[config.mk]
export PLATFORM = sky130hd
export DESIGN_NAME = qar_i2c_target
export DESIGN_NICKNAME = d
export VERILOG_FILES = /design/src/rtl/qar_i2c_target_pkg.sv /design/src/rtl/qar_i2c_sync_edge.sv /design/src/rtl/qar_i2c_target.sv
export SDC_FILE = /design/constraint.sdc
export NUM_CORES = 1
export LEC_CHECK = 0
export ABC_AREA = 1
export CORE_MARGIN = 1.5
export CORE_UTILIZATION = 50
export DETAILED_ROUTE_END_ITERATION = 7
export PLACE_DENSITY = 0.8
export SLEW_MARGIN = 20
export SYNTH_ARGS = -nofsm -noshare
export SYNTH_HDL_FRONTEND = slang
export SYNTH_HIERARCHICAL = 1
export SYNTH_SLANG_ARGS = --single-unit
[constraint.sdc]
create_clock -name clk -period 2.95 [get_ports clk]
set_input_delay 0.4425 -clock clk [delete_from_list [all_inputs] [get_ports clk]]
set_output_delay 0.4425 -clock clk [all_outputs]
set_load 0.005 [all_outputs]
[src/rtl/qar_i2c_target_pkg.sv]
// Shared definitions for the qar_i2c_target peripheral: register map,
// IRQ/STATUS bit positions, FSM encoding and reset own-address.
package qar_i2c_target_pkg;

    localparam logic [5:0] REG_CTRL       = 6'h0;
    localparam logic [5:0] REG_STATUS     = 6'h1;
    localparam logic [5:0] REG_OWN_ADDR   = 6'h2;
    localparam logic [5:0] REG_DATA       = 6'h3;
    localparam logic [5:0] REG_IRQ_EN     = 6'h5;
    localparam logic [5:0] REG_IRQ_STATUS = 6'h6;

    localparam int IRQ_W          = 5;
    localparam int IRQ_RX_AVAIL   = 0;
    localparam int IRQ_ADDR_MATCH = 1;
    localparam int IRQ_STOP       = 2;
    localparam int IRQ_RX_OVF     = 3;
    localparam int IRQ_TX_UNF     = 4;

    localparam int STAT_ADDRESSED = 0;
    localparam int STAT_RW        = 1;
    localparam int STAT_TX_EMPTY  = 2;
    localparam int STAT_TX_FULL   = 3;
    localparam int STAT_RX_EMPTY  = 4;
    localparam int STAT_RX_FULL   = 5;

    localparam logic [6:0] OWN_ADDR_RST = 7'h50;

    typedef enum logic [2:0] {
        ST_IDLE      = 3'd0,
        ST_ADDR      = 3'd1,
        ST_ADDR_ACK  = 3'd2,
        ST_RX_BYTE   = 3'd3,
        ST_RX_ACK    = 3'd4,
        ST_TX_BYTE   = 3'd5,
        ST_TX_ACK    = 3'd6,
        ST_WAIT_STOP = 3'd7
    } i2c_state_e;

endpackage

[src/rtl/qar_i2c_sync_edge.sv]
// Multi-stage synchroniser for one I2C pin with registered level and
// single-cycle rise/fall pulses derived from the synchronised value.
module qar_i2c_sync_edge #(
    parameter int SYNC_STAGES = 2
) (
    input  logic clk,
    input  logic rst_n,
    input  logic i_pin,
    output logic o_level,
    output logic o_rise,
    output logic o_fall
);

    logic [SYNC_STAGES-1:0] r_sync;
    logic                   r_prev;

    // Idle I2C lines are high, so reset to 1 to avoid a spurious edge.
    always_ff @(posedge clk or negedge rst_n) begin
        if (!rst_n) begin
            r_sync <= '1;
            r_prev <= 1'b1;
        end else begin
            r_sync <= {r_sync[SYNC_STAGES-2:0], i_pin};
            r_prev <= r_sync[SYNC_STAGES-1];
        end
    end

    assign o_level = r_sync[SYNC_STAGES-1];
    assign o_rise  = r_sync[SYNC_STAGES-1] & ~r_prev;
    assign o_fall  = ~r_sync[SYNC_STAGES-1] & r_prev;

endmodule

[src/rtl/qar_i2c_target.sv]
// Memory-mapped I2C target: address match, RX/TX byte FIFOs, open-drain SDA
// acknowledge/data drive, W1C interrupt status.
module qar_i2c_target
    import qar_i2c_target_pkg::*;
#(
    parameter int FIFO_DEPTH  = 4,
    parameter int SYNC_STAGES = 2
) (
    input  logic        clk,
    input  logic        rst_n,
    input  logic        bus_write,
    input  logic        bus_read,
    input  logic [5:0]  addr_word,
    input  logic [31:0] wdata,
    output logic [31:0] rdata,
    output logic        irq,
    input  logic        scl_in,
    input  logic        sda_in,
    output logic        sda_out,
    output logic        sda_oe,
    output logic [2:0]  dbg_state
);

    localparam int         AW      = $clog2(FIFO_DEPTH);
    localparam logic [AW:0] DEPTH_P = (AW+1)'(FIFO_DEPTH);

    logic             r_enable;
    logic [6:0]       r_own_addr;
    logic [IRQ_W-1:0] r_irq_en;
    logic [IRQ_W-1:0] r_irq_status;

    logic [7:0] r_rx_mem [FIFO_DEPTH];
    logic [7:0] r_tx_mem [FIFO_DEPTH];
    logic [AW:0] r_rx_wr, r_rx_rd, r_tx_wr, r_tx_rd;

    i2c_state_e r_state, w_state_nxt;
    logic [2:0] r_bit_cnt, w_bit_cnt_nxt;
    logic [7:0] r_shift, w_shift_nxt;
    logic       r_sda_oe, w_sda_oe_nxt;
    logic       r_ack_phase, w_ack_phase_nxt;
    logic       r_ack_ok, w_ack_ok_nxt;
    logic       r_rw, w_rw_nxt;
    logic       r_addressed, w_addressed_nxt;

    logic             w_rx_push, w_tx_pop, w_tx_load;
    logic [IRQ_W-1:0] w_irq_set;

    logic w_scl, w_scl_rise, w_scl_fall;
    logic w_sda, w_sda_rise, w_sda_fall;

    qar_i2c_sync_edge #(.SYNC_STAGES(SYNC_STAGES)) u_scl_sync (
        .clk(clk), .rst_n(rst_n), .i_pin(scl_in),
        .o_level(w_scl), .o_rise(w_scl_rise), .o_fall(w_scl_fall)
    );

    qar_i2c_sync_edge #(.SYNC_STAGES(SYNC_STAGES)) u_sda_sync (
        .clk(clk), .rst_n(rst_n), .i_pin(sda_in),
        .o_level(w_sda), .o_rise(w_sda_rise), .o_fall(w_sda_fall)
    );

    logic w_start, w_stop;
    assign w_start = w_sda_fall & w_scl;
    assign w_stop  = w_sda_rise & w_scl;

    logic [AW:0] w_rx_cnt, w_tx_cnt;
    logic        w_rx_empty, w_rx_full, w_tx_empty, w_tx_full;
    assign w_rx_cnt   = r_rx_wr - r_rx_rd;
    assign w_tx_cnt   = r_tx_wr - r_tx_rd;
    assign w_rx_empty = (w_rx_cnt == '0);
    assign w_rx_full  = (w_rx_cnt == DEPTH_P);
    assign w_tx_empty = (w_tx_cnt == '0);
    assign w_tx_full  = (w_tx_cnt == DEPTH_P);

    logic w_wr_ctrl, w_disable, w_rx_pop, w_tx_push;
    logic [IRQ_W-1:0] w_w1c;
    assign w_wr_ctrl = bus_write && (addr_word == REG_CTRL);
    // A write clearing enable takes effect on the very edge that commits it.
    assign w_disable = !r_enable || (w_wr_ctrl && !wdata[0]);
    assign w_rx_pop  = bus_read && (addr_word == REG_DATA) && !w_rx_empty;
    assign w_tx_push = bus_write && (addr_word == REG_DATA) && !w_tx_full;
    assign w_w1c     = (bus_write && (addr_word == REG_IRQ_STATUS)) ? wdata[IRQ_W-1:0] : '0;

    logic [7:0] w_tx_byte, w_rx_byte;
    assign w_tx_byte = w_tx_empty ? 8'hFF : r_tx_mem[r_tx_rd[AW-1:0]];
    assign w_rx_byte = {r_shift[6:0], w_sda};

    always_comb begin
        w_state_nxt     = r_state;
        w_bit_cnt_nxt   = r_bit_cnt;
        w_shift_nxt     = r_shift;
        w_sda_oe_nxt    = r_sda_oe;
        w_ack_phase_nxt = r_ack_phase;
        w_ack_ok_nxt    = r_ack_ok;
        w_rw_nxt        = r_rw;
        w_addressed_nxt = r_addressed;
        w_rx_push       = 1'b0;
        w_tx_pop        = 1'b0;
        w_tx_load       = 1'b0;
        w_irq_set       = '0;
        if (w_disable) begin
            w_state_nxt     = ST_IDLE;
            w_sda_oe_nxt    = 1'b0;
            w_ack_phase_nxt = 1'b0;
            w_addressed_nxt = 1'b0;
        end else if (w_stop) begin
            w_state_nxt         = ST_IDLE;
            w_sda_oe_nxt        = 1'b0;
            w_ack_phase_nxt     = 1'b0;
            w_addressed_nxt     = 1'b0;
            w_irq_set[IRQ_STOP] = r_addressed;
        end else if (w_start) begin
            w_state_nxt     = ST_ADDR;
            w_bit_cnt_nxt   = 3'd7;
            w_sda_oe_nxt    = 1'b0;
            w_ack_phase_nxt = 1'b0;
        end else begin
            case (r_state)
                ST_ADDR: if (w_scl_rise) begin
                    w_shift_nxt = w_rx_byte;
                    if (r_bit_cnt != 3'd0) begin
                        w_bit_cnt_nxt = r_bit_cnt - 3'd1;
                    end else if (r_shift[6:0] == r_own_addr) begin
                        w_rw_nxt                  = w_sda;
                        w_addressed_nxt           = 1'b1;
                        w_irq_set[IRQ_ADDR_MATCH] = 1'b1;
                        w_state_nxt               = ST_ADDR_ACK;
                    end else begin
                        w_state_nxt = ST_WAIT_STOP;
                    end
                end
                // First SCL fall drives the ACK, the second one ends the slot.
                ST_ADDR_ACK: if (w_scl_fall) begin
                    if (!r_ack_phase) begin
                        w_sda_oe_nxt    = 1'b1;
                        w_ack_phase_nxt = 1'b1;
                    end else begin
                        w_ack_phase_nxt = 1'b0;
                        if (r_rw) begin
                            w_tx_load = 1'b1;
                        end else begin
                            w_sda_oe_nxt  = 1'b0;
                            w_bit_cnt_nxt = 3'd7;
                            w_state_nxt   = ST_RX_BYTE;
                        end
                    end
                end
                ST_RX_BYTE: if (w_scl_rise) begin
                    w_shift_nxt = w_rx_byte;
                    if (r_bit_cnt != 3'd0) begin
                        w_bit_cnt_nxt = r_bit_cnt - 3'd1;
                    end else begin
                        w_state_nxt  = ST_RX_ACK;
                        w_ack_ok_nxt = !w_rx_full;
                        if (!w_rx_full) begin
                            w_rx_push               = 1'b1;
                            w_irq_set[IRQ_RX_AVAIL] = 1'b1;
                        end else begin
                            w_irq_set[IRQ_RX_OVF] = 1'b1;
                        end
                    end
                end
                ST_RX_ACK: if (w_scl_fall) begin
                    if (!r_ack_phase) begin
                        w_sda_oe_nxt    = r_ack_ok;
                        w_ack_phase_nxt = 1'b1;
                    end else begin
                        w_sda_oe_nxt    = 1'b0;
                        w_ack_phase_nxt = 1'b0;
                        w_bit_cnt_nxt   = 3'd7;
                        w_state_nxt     = ST_RX_BYTE;
                    end
                end
                ST_TX_BYTE: if (w_scl_fall) begin
                    if (r_bit_cnt == 3'd0) begin
                        w_sda_oe_nxt = 1'b0;
                        w_state_nxt  = ST_TX_ACK;
                    end else begin
                        w_shift_nxt   = {r_shift[6:0], 1'b1};
                        w_sda_oe_nxt  = ~r_shift[6];
                        w_bit_cnt_nxt = r_bit_cnt - 3'd1;
                    end
                end
                ST_TX_ACK: begin
                    if (w_scl_rise && w_sda) begin
                        w_state_nxt = ST_WAIT_STOP;
                    end else if (w_scl_fall) begin
                        w_tx_load = 1'b1;
                    end
                end
                ST_WAIT_STOP: w_sda_oe_nxt = 1'b0;
                default: w_state_nxt = ST_IDLE;
            endcase
        end
        if (w_tx_load) begin
            w_shift_nxt   = w_tx_byte;
            w_sda_oe_nxt  = ~w_tx_byte[7];
            w_bit_cnt_nxt = 3'd7;
            w_state_nxt   = ST_TX_BYTE;
            if (w_tx_empty) w_irq_set[IRQ_TX_UNF] = 1'b1;
            else            w_tx_pop = 1'b1;
        end
    end

    always_ff @(posedge clk or negedge rst_n) begin
        if (!rst_n) begin
            r_state     <= ST_IDLE;
            r_bit_cnt   <= 3'd0;
            r_shift     <= 8'd0;
            r_sda_oe    <= 1'b0;
            r_ack_phase <= 1'b0;
            r_ack_ok    <= 1'b0;
            r_rw        <= 1'b0;
            r_addressed <= 1'b0;
        end else begin
            r_state     <= w_state_nxt;
            r_bit_cnt   <= w_bit_cnt_nxt;
            r_shift     <= w_shift_nxt;
            r_sda_oe    <= w_sda_oe_nxt;
            r_ack_phase <= w_ack_phase_nxt;
            r_ack_ok    <= w_ack_ok_nxt;
            r_rw        <= w_rw_nxt;
            r_addressed <= w_addressed_nxt;
        end
    end

    always_ff @(posedge clk or negedge rst_n) begin
        if (!rst_n) begin
            for (int i = 0; i < FIFO_DEPTH; i++) begin
                r_rx_mem[i] <= 8'd0;
                r_tx_mem[i] <= 8'd0;
            end
            r_rx_wr <= '0;
            r_rx_rd <= '0;
            r_tx_wr <= '0;
            r_tx_rd <= '0;
        end else begin
            if (w_rx_push) begin
                r_rx_mem[r_rx_wr[AW-1:0]] <= w_rx_byte;
                r_rx_wr                   <= r_rx_wr + 1'b1;
            end
            if (w_rx_pop) r_rx_rd <= r_rx_rd + 1'b1;
            if (w_tx_push) begin
                r_tx_mem[r_tx_wr[AW-1:0]] <= wdata[7:0];
                r_tx_wr                   <= r_tx_wr + 1'b1;
            end
            if (w_tx_pop) r_tx_rd <= r_tx_rd + 1'b1;
        end
    end

    // Hardware sets are ORed in after the W1C mask, so a set wins.
    always_ff @(posedge clk or negedge rst_n) begin
        if (!rst_n) begin
            r_enable     <= 1'b1;
            r_own_addr   <= OWN_ADDR_RST;
            r_irq_en     <= '0;
            r_irq_status <= '0;
        end else begin
            if (w_wr_ctrl) r_enable <= wdata[0];
            if (bus_write && (addr_word == REG_OWN_ADDR)) r_own_addr <= wdata[6:0];
            if (bus_write && (addr_word == REG_IRQ_EN))   r_irq_en   <= wdata[IRQ_W-1:0];
            r_irq_status <= (r_irq_status & ~w_w1c) | w_irq_set;
        end
    end

    always_comb begin
        rdata = '0;
        if (bus_read) begin
            case (addr_word)
                REG_CTRL:       rdata[0]       = r_enable;
                REG_STATUS:     rdata[5:0]     = {w_rx_full, w_rx_empty, w_tx_full,
                                                  w_tx_empty, r_rw, r_addressed};
                REG_OWN_ADDR:   rdata[6:0]     = r_own_addr;
                REG_DATA:       rdata[7:0]     = r_rx_mem[r_rx_rd[AW-1:0]];
                REG_IRQ_EN:     rdata[IRQ_W-1:0] = r_irq_en;
                REG_IRQ_STATUS: rdata[IRQ_W-1:0] = r_irq_status;
                default:        rdata          = '0;
            endcase
        end
    end

    logic w_unused;
    assign w_unused = &{1'b0, wdata[31:8]};

    assign irq       = |(r_irq_en & r_irq_status);
    assign sda_out   = 1'b0;
    assign sda_oe    = r_sda_oe;
    assign dbg_state = r_state;

endmodule

==> results.py <==
metrics = {
    "clock_network": {
        "worstSkewPairLatency_ns": 0.42,
        "path_clk_slew_ns": 0.05,
        "numCtsBuffers": 17,
        "cts_root_buf": "clkbuf_16",
        "cts_hold_buf": 0,
        "htreeDepth": 4,
        "cts_tree": "yes",
        "clock_path_buffers": 2,
        "cts.sink_count": 118,
    },
    "place": {
        "dp_hpwl_um": 10500,
        "place_congestion": 0.934,
        "place_ws_ns": 0.0840,
        "placed_cell_area_um2": 6950,
        "port_buffers": 32,
    },
    "logic_synthesis": {
        "avgSynthCellArea_um2": 8.48,
        "synth_cells": 769,
        "ys_warn_count": 6,
        "synth_seq_area_share": 0.455,
        "synth_cell_types": 49,
        "synth-async-reset-ratio": 1.00,
        "synth.area.top_cells": "dfrtp_1 (42%), nand2_1 (8.9%), o21ai_0 (5.7%)",
        "synth_edf_count": 0,
        "synth_largest_area_cell": "dfrtp_1",
        "yosysTopAreaCellShare": 0.418,
        "syn_area_um2": 6520,
        "ys_ff_latch": 118,
        "synth_flop_cell": "dfrtp_1",
    },
    "layout": {
        "antenna_cells": 0,
        "area_growth_pct": 18.7,
        "num-nets-final": 884,
        "drive_gt1_frac": 0.188,
        "design_area_um2": 7740,
    },
    "global_routing": {
        "grt_first_pass_wirelength_um": 26200,
        "grt_usage": 0.252,
        "grt_max_degree": 58,
        "grt_pass1_vias": 5227,
        "grt-ovfl-total": 0,
        "grt_antenna_before_repair": 0,
    },
    "sta": {
        "setup-violations-final": 1,
        "fin_crit_sh": 1.00,
        "skew_ns": 0.00789,
        "tightest_slew_ns": 0.754,
        "relSlewSlack": 0.498,
        "rsz0062_at_grt": "true",
        "max_freq_mhz": 338,
        "hold_violations": 0,
        "period_needed_ns": 2.96,
        "maxSlewViolCount": 0,
        "setup_slack_ns": -0.0121,
    },
    "drt": {
        "final_antenna_net_count": 0,
        "met3WireLength_um": 1170,
        "wl_met1_um": 6800,
        "routed_wl_um": 16100,
        "dr.pass1.iters": 5,
        "drt_iter0_drc": 486,
        "wl_met2_um": 7680,
        "wl_per_cell_um": 15.9,
        "vias": 5529,
        "drc": 0,
        "top_layer": "met4",
        "viasPerCell": 5.48,
    },
    "floorplan": {
        "core.rowCount": 41,
        "fp.dieW_um": 117,
        "ioPinCount": 82,
        "core_area_um2": 12700,
        "fp.dieH_um": 117,
        "dieArea_um2": 13700,
        "initial_core_util": 0.515,
    },
    "critical_path": {
        "r2r_end": "r_rx_mem[0]",
        "r2r_slack_ns": 0.54,
        "slowest_stage": "clkdlybuf4s50_1",
        "path_cells": "clkdlybuf4s50_1 > nor2_4 > nand2_4 > nor3_4 > inv_2 > a21oi_1 > a21oi_1 > a31oi_1 > clkdlybuf4s50_1",
        "path_buf_inv": 3,
        "critPathTopFamily": "buffers and inverters",
        "path_max_fanout": 4,
        "cp.arrival_ns": 2.52,
        "cp-end-kind": "output port",
        "max_stage_delay_ns": 0.56,
        "worstSetupPathType": "primary input to output port",
        "crit_required_ns": 2.51,
        "cp-start-kind": "primary input",
        "r2r_cells": 15,
        "r2r-start": "r_rx_rd[1]",
    },
    "pwr": {
        "powerDensity_nw_per_um2": 589,
        "p_leak_nw": 3.82,
        "power_mw": 4.56,
        "ir_drop_mv": 0.461,
    },
    "flow_run": {
        "cap_violations": 0,
    },
    "run_status": {
        "status": "finished with violations",
        "violations": "negative setup slack",
    },
    "min_path": {
        "holdCritPathClass": "primary input to asynchronous set/reset pin",
    },
}
## cells by family after synthesis
| group | share of synthesized area |
|---|---|
| flops | 0.455 |
| compound gates | 0.176 |
| simple gates | 0.209 |
| buf+inv | 0.101 |
| xor+xnor | 0.0282 |
| other cells | 0.000575 |
| fa+ha+maj | 0.0307 |
## cell usage after synthesis (3+ instances only)
library cell and number:
nand2_1 154, dfrtp_1 109, o21ai_0 74, inv_1 70, nor2_1 57, a21oi_1 38
o21ai_1 29, buf_4 28, nand3_1 23, o21ai_2 21, ha_1 16, o22ai_1 15
xnor2_1 11, nand2_2 10, xor2_1 10, dfstp_2 9, clkbuf_1 8, buf_6 7
inv_2 7, nand2_4 7, nand4_1 7, nor2_4 7, nand3_2 6, a22oi_1 5
nor2_2 5, nor3_1 5, buf_2 4, clkinv_1 3
## flip-flops by register name, indices dropped and copies added, names as in the netlist, 5 cells and up
signal	flops
r_irq_en	5
r_irq_status	5
r_own_addr	7
r_rx_mem	32
r_shift	7
r_tx_mem	32
## worst max-delay path by stage
stage	startpoint	end	slack [ns]	cells after the start
2_1_floorplan	r_rx_rd[1]	rdata[4]	0.75	11
3_3_place_gp	addr_word[5]	rdata[2]	0.09	7
3_5_place_dp	addr_word[5]	rdata[3]	0.08	9
4_1_cts	r_tx_rd[1]	rdata[2]	0.009	8
5_1_grt	r_tx_rd[1]	rdata[2]	-0.15	8
6_report	addr_word[3]	rdata[3]	-0.01	9
## timing repair
item	in CTS	in global routing
setup buffers	2	6
pin swaps	5	6
resized for setup	9	11
endpoints found under the setup margin	4	6
## worst register-to-register path: stages (launching register included)
cell	delay [ns]
dfrtp_1	0.36
clkinv_2	0.08
ha_4	0.28
inv_1	0.05
nor2_2	0.12
nor2_2	0.06
xnor2_2	0.16
nor2_2	0.18
buf_4	0.14
inv_1	0.07
nand2_4	0.19
inv_2	0.08
nand2_2	0.25
inv_1	0.14
nand2_1	0.07
o21ai_1	0.06
## where the power goes
group	internal (mW)	leakage (nW)	switching [mW]	total, mW
clock	1.55	0.314	0.752	2.30
sequential	1.72	1.47	0.0854	1.80
combinational	0.179	2.03	0.284	0.463
total	3.44	3.82	1.12	4.56
## cell type report
| type | instances | area [um^2] |
|---|---|---|
| flip-flops and latches | 118 | 2970 |
| inverters | 82 | 319 |
| well taps | 172 | 215 |
| repair buffers | 60 | 536 |
| multi-input cells | 545 | 3050 |
| clock buffers | 21 | 460 |
| fillers | 1050 | 4930 |
| clock inverters | 11 | 196 |
## layout by cell type, fill, tap and decap left out, types with 3 or more instances in the layout
cell,n
a21oi_1,37
a21oi_2,3
a22oi_1,5
buf_4,29
bufinv_16,5
clkbuf_16,17
clkdlybuf4s50_1,27
clkinv_2,3
clkinvlp_4,3
conb_1,25
dfrtp_1,107
dfstp_2,9
dlymetal6s2s_1,3
ha_1,14
inv_1,68
inv_2,8
nand2_1,154
nand2_2,10
nand2_4,7
nand3_1,22
nand3_2,7
nand4_1,7
nor2_1,54
nor2_2,8
nor2_4,7
nor3_1,4
o21ai_0,74
o21ai_1,29
o21ai_2,21
o22ai_1,15
xnor2_1,10
xor2_1,10
## per-layer routing
layer / vias to the layer above / GRT usage
li1: 2596 / -
met5: - / 0
met3: 47 / 0.0633
met4: 0 / 0.0980
met2: 240 / 0.397
met1: 2646 / 0.336
## per-stage QoR
stage	utilization	hold WS, ns	setup TNS (ns)	std cells
final	0.611	0.0985	-0.0121	1009
after global routing	0.611	0.157	-0.460	1009
after CTS	0.605	0.118	0	1003
after detailed placement	0.549	0.348	0	969
after global placement	0.549	0.347	0	969
after floorplan	-	0.147	0	793
No activity file was read; power rests on OpenSTA's default activity.
